`config.mk`:
```
export PLATFORM = sky130hd
export DESIGN_NAME = tcp_tx_pkt_queue
export DESIGN_NICKNAME = d
export VERILOG_FILES = /design/src/rtl/tcp_misc_pkg.sv /design/src/rtl/tcp_tx_pkt_queue_stats.sv /design/src/rtl/tcp_tx_pkt_queue.sv
export SDC_FILE = /design/constraint.sdc
export NUM_CORES = 2
export LEC_CHECK = 0
export CAP_MARGIN = 25
export CORE_ASPECT_RATIO = 0.7
export CORE_MARGIN = 5
export CORE_UTILIZATION = 53
export DETAILED_ROUTE_END_ITERATION = 10
export MAX_ROUTING_LAYER = met4
export PLACE_DENSITY = 0.72
export SLEW_MARGIN = 0
export SYNTH_ARGS = -nofsm -noshare
export SYNTH_HDL_FRONTEND = slang
export SYNTH_SLANG_ARGS = --single-unit
```
`constraint.sdc`:
```
create_clock -name clk -period 18.7 [get_ports clk]
set_input_delay 3.74 -clock clk [delete_from_list [all_inputs] [get_ports clk]]
set_output_delay 3.74 -clock clk [all_outputs]
set_load 0.02 [all_outputs]
```
`src/rtl/tcp_misc_pkg.sv`:
```
// Shared TCP TX datapath types.
//   tcp_pkt_hdr        : assembled TCP header as produced by the header builder
//   payload_buf_struct : payload buffer address and byte length
//   tx_pkt_desc_struct : one TX descriptor; also the storage word of the TX queue
package tcp_misc_pkg;

  localparam int FLOWID_W       = 8;
  localparam int IP_ADDR_W      = 32;
  localparam int PAYLOAD_ADDR_W = 32;
  localparam int PAYLOAD_LEN_W  = 32;

  typedef struct packed {
    logic [15:0] src_port;
    logic [15:0] dst_port;
    logic [31:0] seq_num;
    logic [31:0] ack_num;
    logic [3:0]  data_offset;
    logic [7:0]  flags;
    logic [15:0] window;
  } tcp_pkt_hdr;

  typedef struct packed {
    logic [PAYLOAD_ADDR_W-1:0] payload_addr;
    logic [PAYLOAD_LEN_W-1:0]  payload_len;
  } payload_buf_struct;

  typedef struct packed {
    tcp_pkt_hdr              hdr;
    logic [FLOWID_W-1:0]     flowid;
    logic [IP_ADDR_W-1:0]    src_ip;
    logic [IP_ADDR_W-1:0]    dst_ip;
    payload_buf_struct       payload;
  } tx_pkt_desc_struct;

endpackage

```
`src/rtl/tcp_tx_pkt_queue_stats.sv`:
```
// Dequeue statistics for the TCP TX packet queue.
//   clk, rst_n     : clock, async active-low reset
//   pop            : a descriptor leaves the queue this cycle
//   pop_len        : payload length of that descriptor (already zero-extended)
//   stat_clear     : synchronous clear, wins over a coincident pop
//   stat_pkt_cnt   : packets dequeued (wraps mod 2^32)
//   stat_byte_cnt  : payload bytes dequeued (wraps mod 2^32)
module tcp_tx_pkt_queue_stats (
  input  logic        clk,
  input  logic        rst_n,
  input  logic        pop,
  input  logic [31:0] pop_len,
  input  logic        stat_clear,
  output logic [31:0] stat_pkt_cnt,
  output logic [31:0] stat_byte_cnt
);

  logic [31:0] pkt_cnt_q, pkt_cnt_d;
  logic [31:0] byte_cnt_q, byte_cnt_d;

  always_comb begin
    pkt_cnt_d  = pkt_cnt_q;
    byte_cnt_d = byte_cnt_q;
    if (stat_clear) begin
      pkt_cnt_d  = '0;
      byte_cnt_d = '0;
    end else if (pop) begin
      pkt_cnt_d  = pkt_cnt_q + 32'd1;
      byte_cnt_d = byte_cnt_q + pop_len;
    end
  end

  always_ff @(posedge clk or negedge rst_n) begin
    if (!rst_n) begin
      pkt_cnt_q  <= '0;
      byte_cnt_q <= '0;
    end else begin
      pkt_cnt_q  <= pkt_cnt_d;
      byte_cnt_q <= byte_cnt_d;
    end
  end

  assign stat_pkt_cnt  = pkt_cnt_q;
  assign stat_byte_cnt = byte_cnt_q;

endmodule

```
`src/rtl/tcp_tx_pkt_queue.sv`:
```
// First-word-fall-through queue of TCP TX descriptors between the TX
// scheduler and the packet assembler, with dequeue statistics.
//   clk, rst_n          : clock, async active-low reset
//   pkt_in_*            : descriptor push side (val/rdy handshake)
//   pkt_out_*           : head descriptor pop side (val/rdy handshake)
//   queue_count         : current occupancy
//   queue_afull         : registered almost-full (count >= AFULL_THRESH)
//   stat_clear          : clear the statistics counters
//   stat_pkt_cnt/_byte_cnt : dequeued packets / payload bytes
module tcp_tx_pkt_queue
  import tcp_misc_pkg::*;
#(
  parameter int DEPTH        = 8,
  parameter int AFULL_THRESH = DEPTH - 2
) (
  input  logic                         clk,
  input  logic                         rst_n,
  input  logic                         pkt_in_val,
  output logic                         pkt_in_rdy,
  input  tcp_pkt_hdr                   pkt_in_hdr,
  input  logic [FLOWID_W-1:0]          pkt_in_flowid,
  input  logic [IP_ADDR_W-1:0]         pkt_in_src_ip,
  input  logic [IP_ADDR_W-1:0]         pkt_in_dst_ip,
  input  payload_buf_struct            pkt_in_payload,
  output logic                         pkt_out_val,
  input  logic                         pkt_out_rdy,
  output tcp_pkt_hdr                   pkt_out_hdr,
  output logic [FLOWID_W-1:0]          pkt_out_flowid,
  output logic [IP_ADDR_W-1:0]         pkt_out_src_ip,
  output logic [IP_ADDR_W-1:0]         pkt_out_dst_ip,
  output payload_buf_struct            pkt_out_payload,
  output logic [$clog2(DEPTH):0]       queue_count,
  output logic                         queue_afull,
  input  logic                         stat_clear,
  output logic [31:0]                  stat_pkt_cnt,
  output logic [31:0]                  stat_byte_cnt
);

  localparam int AW = $clog2(DEPTH);
  localparam int CW = AW + 1;

  if (DEPTH < 2 || (DEPTH & (DEPTH - 1)) != 0) begin : g_bad_depth
    $error("tcp_tx_pkt_queue: DEPTH must be a power of 2 and >= 2");
  end

  logic [AW-1:0]     wr_ptr_q, wr_ptr_d;
  logic [AW-1:0]     rd_ptr_q, rd_ptr_d;
  logic [CW-1:0]     count_q, count_d;
  logic              afull_q, afull_d;
  logic              push, pop;
  tx_pkt_desc_struct in_desc, head_desc;

  // Storage is intentionally not reset; stale words are masked by pkt_out_val.
  tx_pkt_desc_struct mem_q [DEPTH];

  // Ready depends only on occupancy, so a full queue never accepts a push
  // even when the head is popped in the same cycle.
  assign pkt_in_rdy  = (count_q != CW'(DEPTH));
  assign pkt_out_val = (count_q != '0);
  assign push        = pkt_in_val & pkt_in_rdy;
  assign pop         = pkt_out_val & pkt_out_rdy;

  assign in_desc = '{hdr: pkt_in_hdr, flowid: pkt_in_flowid, src_ip: pkt_in_src_ip,
                     dst_ip: pkt_in_dst_ip, payload: pkt_in_payload};

  always_comb begin
    wr_ptr_d = push ? wr_ptr_q + AW'(1) : wr_ptr_q;
    rd_ptr_d = pop  ? rd_ptr_q + AW'(1) : rd_ptr_q;
    case ({push, pop})
      2'b10:   count_d = count_q + CW'(1);
      2'b01:   count_d = count_q - CW'(1);
      default: count_d = count_q;
    endcase
    // Computed from the next count so afull lines up with queue_count.
    afull_d = (int'(count_d) >= AFULL_THRESH);
  end

  always_ff @(posedge clk or negedge rst_n) begin
    if (!rst_n) begin
      wr_ptr_q <= '0;
      rd_ptr_q <= '0;
      count_q  <= '0;
      afull_q  <= 1'b0;
    end else begin
      wr_ptr_q <= wr_ptr_d;
      rd_ptr_q <= rd_ptr_d;
      count_q  <= count_d;
      afull_q  <= afull_d;
    end
  end

  always_ff @(posedge clk) begin
    if (push) mem_q[wr_ptr_q] <= in_desc;
  end

  assign head_desc       = mem_q[rd_ptr_q];
  assign pkt_out_hdr     = head_desc.hdr;
  assign pkt_out_flowid  = head_desc.flowid;
  assign pkt_out_src_ip  = head_desc.src_ip;
  assign pkt_out_dst_ip  = head_desc.dst_ip;
  assign pkt_out_payload = head_desc.payload;
  assign queue_count     = count_q;
  assign queue_afull     = afull_q;

  tcp_tx_pkt_queue_stats u_stats (
    .clk           (clk),
    .rst_n         (rst_n),
    .pop           (pop),
    .pop_len       (32'(head_desc.payload.payload_len)),
    .stat_clear    (stat_clear),
    .stat_pkt_cnt  (stat_pkt_cnt),
    .stat_byte_cnt (stat_byte_cnt)
  );

endmodule

```
==> results.txt <==
The flow ran to the end, and the final reports show no timing, DRC or antenna violations. The number of cells on the worst hold path works out to 1. Clock skew on the completed layout was measured at 46.78 ps.

The share of cells above drive strength 1 came out at 0.2553. The hold-critical path endpoint was queue_count[3]$_DFF_PN0_. The initial core utilization was 0.5322; the tightest hold margin was 529.2 ps. The placer's final routability congestion estimate is 0.7857.

Setup repair after global routing left no endpoint under its margin. The floorplan step set the die width to 482.1 um. CTS placed an instance of clkbuf_16 at the clock tree root.

STA classifies the critical path startpoint as a register. On the critical path, the stage with the largest delay is an instance of dfrtp_4. The beginning of the worst register-to-register path is rd_ptr_q[0]$_DFFE_PN0P_. For the arrival time at the worst endpoint, the log shows 5880 ps. The die outline height is 340.4 um, and the final-report max-slew violation count is 0. During I/O placement, the number of pins put on the boundary was 596. Entering global routing, the biggest net connects 158 pins. The tools report the number of different library cells in the post-synthesis netlist as 58. The worst setup path is of the register to output pin kind.

Across the run, the number of max-cap violations was 0. The logs give 0.1364 for the remaining max-slew budget at the tightest pin and 4580 for the number of nets in the finished design. The path category of the worst min-delay check is register to register.

Traced cell by cell, the critical path runs through buf_12 -> buf_12 -> buf_4 -> buf_16 -> mux4_2 -> mux2_2 -> clkdlybuf4s50_1. Summed over all layers, the routed wires come to 177800 um. For the power share of the combinational group, the log shows 0.365.

The tools report the capturing point of the worst reg2reg path as u_stats.stat_byte_cnt[26]$_DFFE_PN0P_. Each instance of the synthesized netlist takes up on average 23.00 um2. The count of input and output buffers came out at 595. The maximum fanout along the worst path was 111; the iteration count of the initial detailed-routing pass was 5. The logs give 0.241 for the fraction of power consumed by the clock network and 830 ps for the insertion delay to the later sink of the worst-skew pair. The number of buffers created by CTS is 192. In the routed layout, each cell is associated on average with a via count of 5.891. The run gives 0 as the overflow left after global routing. Once detailed placement completed, the half-perimeter wirelength came to 99120 um. Most frequent cell on the critical path: buf_12. Data on the critical path is required at its endpoint by 14960 ps. Setup slack on the worst reg-to-reg path comes out at 13070 ps.

The logs give 0 for the quantity of gates resized following cts and 0 for the post-CTS setup-driven buffer insertion count. The maximum ir drop on the vdd rail is 0.0001397 V. For the hold violation count in the final report, the log shows 0. Together, buffers and inverters on the worst path number 5. The portion of synthesized cell area occupied by the leading cell type is 0.7555, and the transition time at the pin with the least slew margin is 1295 ps. After clock tree synthesis, the flow added hold-fix buffers numbering 0.

The wire length of the first global-routing pass is 264600 um. For this run, the number of Yosys warnings is 0. In this run the deepest clock path goes through 3 buffers. For the overall global routing resource usage, the log shows 0.2239.

On the worst path, the slowest cell contributes a delay of 1040 ps. The level count of the clock H-tree was 4. The logs give 164100 um2 for the die footprint and 121 for the number of core rows. In the final routed layout, each cell accounts on average for 27.06 um. In this run the most critical hold path is launched from queue_count[3]$_DFF_PN0_. The internal power contribution came out at 10890 uW. The number of cells on the worst reg-to-reg path is 13. Summed over all failing endpoints, the final setup total negative slack is 0 ps. The post-CTS clock slew at the launch and capture registers of the worst setup and hold paths is 60 ps. The core region is 155300 um2. The initial antenna violation count was 38. The post-route clock period utilization works out to 0.5144. The async set or reset register ratio after synthesis works out to 0.03480.

The tools report the DRC violations left as 0. For the post-synthesis net count, the log shows 3897. The worst setup path is captured at an output pin. The post-synthesis register bit count was 2155.

Summing over every cut layer, the via total after detailed routing is 38720. TritonCTS built the clock tree. The switching share of total power is 0.3155. Counting every instance in the synthesized netlist gives 3594. Area of the mapped netlist: 82670 um2.

The detail route stage leaves a number of antenna-violating nets equal to 0. Power spread over the standard cell area amounts to 163.0 nW/um2. The biggest area contributor in the post-synthesis netlist is edfxtp_1. The area growth from synthesis to layout is 18.10%.

The most critical setup path has its startpoint at rd_ptr_q[0]$_DFFE_PN0P_. In the post-synthesis netlist, the biggest area contributors are edfxtp_1, mux4_2, mux2_2. The number of sinks driven by the clock tree was 2155.

Setup violations remaining at the end of the flow were counted as 0. The worst path needs 9620 ps of the cycle, external delays included. The top cell family by delay on the critical path is buffers and inverters. Yosys mapped a number of flops with a built-in enable equal to 2080. The number of global-route vias before repair was 39980. For this run, the top clock speed supported by timing is 104.0 MHz. The tools report the part of the Yosys area used for sequential elements as 0.7782. In this run the power spent charging and discharging nets is 5020 uW.

For this design the static power due to leakage is 0.03106 uW. The main flop type after synthesis was edfxtp_1. The initial detailed-routing violation count is 3166, and the sequential power share is 0.395.
cell type report:
cell class,count,area (um2)
Timing Repair Buffer,655,6661
Multi-Input combinational cell,1258,17720
Sequential cell,2155,64350
Clock inverter,125,1117
Clock buffer,234,5015
Tap cell,2091,2616
Fill cell,10350,57700
Inverter,15,56.30
Antenna cell,39,97.59
cell usage after synthesis (22+ instances only):
cell / number
nor2_1: 53
xor2_1: 25
a21oi_1: 61
nand2_1: 78
dfrtp_1: 75
mux4_2: 520
buf_1: 63
xnor2_1: 25
o21ai_0: 22
nand3_1: 38
clkbuf_1: 102
edfxtp_1: 2080
mux2_2: 261
ha_1: 37
metrics by stage:
step / cell area [um2] / cells / util / total power, uW / setup WS, ps
after global routing: 97630 / 6571 / 0.6286 / 16630 / 8528
after floorplan: 82680 / 3594 / - / 10230 / 2833
after CTS: 97400 / 6528 / 0.6271 / 16060 / 8618
final: 97640 / 6572 / 0.6286 / 15910 / 9080
after global placement: 91270 / 6169 / 0.5876 / 12150 / 9529
after detailed placement: 91270 / 6169 / 0.5876 / 12200 / 9533
kinds of logic (layout without fill, tap and decap cells):
group	count (synthesis)	count (layout)	synth area share
compound gates	142	142	0.01076
fa+ha+maj	38	38	0.005842
simple gates	245	245	0.01420
mux	783	783	0.1775
other cells	0	39	0
xor+xnor	50	50	0.005297
buf+inv	181	1029	0.008233
flops	2155	2155	0.7782
worst max path at each step:
stage,to,depth (start not counted)
after floorplan,mem_q[6][0]$_DFFE_PP_,3
after global placement,pkt_out_hdr[39],6
after detailed placement,pkt_out_hdr[39],6
after CTS,pkt_out_hdr[39],6
after global routing,pkt_out_hdr[39],7
final,pkt_out_src_ip[26],7
state kept, by name, indices dropped and copies added, names as in the netlist:
signal	cells
wr_ptr_q	3
mem_q	2080
u_stats.stat_pkt_cnt	32
queue_afull	1
u_stats.stat_byte_cnt	32
rd_ptr_q	3
queue_count	4
worst reg2reg max path: cells and delay by family, from the launching register on:
kind	cells	cell delay [ps]
buf+inv	1	690
fa+ha+maj	2	690
simple gates	1	70
flops	1	1040
compound gates	7	2000
mux	2	1080
routing by layer:
metal / global-route usage / routed length, um
met1: 0.3048 / 72950
met5: - / 0
met3: 0.05744 / 13900
met2: 0.3420 / 87090
met4: 0.06127 / 3895
cell usage in the layout (no fill, tap or decap), types with 5 or more instances in the layout:
cell	instances
mux4_2	520
a211oi_1	5
diode_2	39
nor2_1	47
buf_4	43
and2_1	7
bufinv_16	14
clkinv_2	35
edfxtp_1	2080
clkbuf_16	194
o211ai_1	6
buf_16	5
nand3_1	38
inv_1	13
o21ai_0	22
nor2_4	6
clkinv_1	56
a21oi_1	61
o31ai_1	5
buf_12	13
inv_6	5
ha_1	37
nand4_1	13
or2_2	5
clkinv_16	5
clkdlybuf4s50_1	593
xor2_1	25
mux2_2	261
or3_1	9
nor3_1	11
and3_1	6
nand2_1	77
dfrtp_1	72
a21o_1	14
xnor2_1	25
clkbuf_1	39
power by group through the flow:
stage               sequential, uW  combinational [uW]  clock (uW)
floorplan                     6570                3660           0
global placement              6360                5790           0
detailed placement            6380                5820           0
CTS                           6290                5860        3910
global route                  6330                6150        4150
finish                        6280                5800        3830
Power figures use the tool's default switching activity.
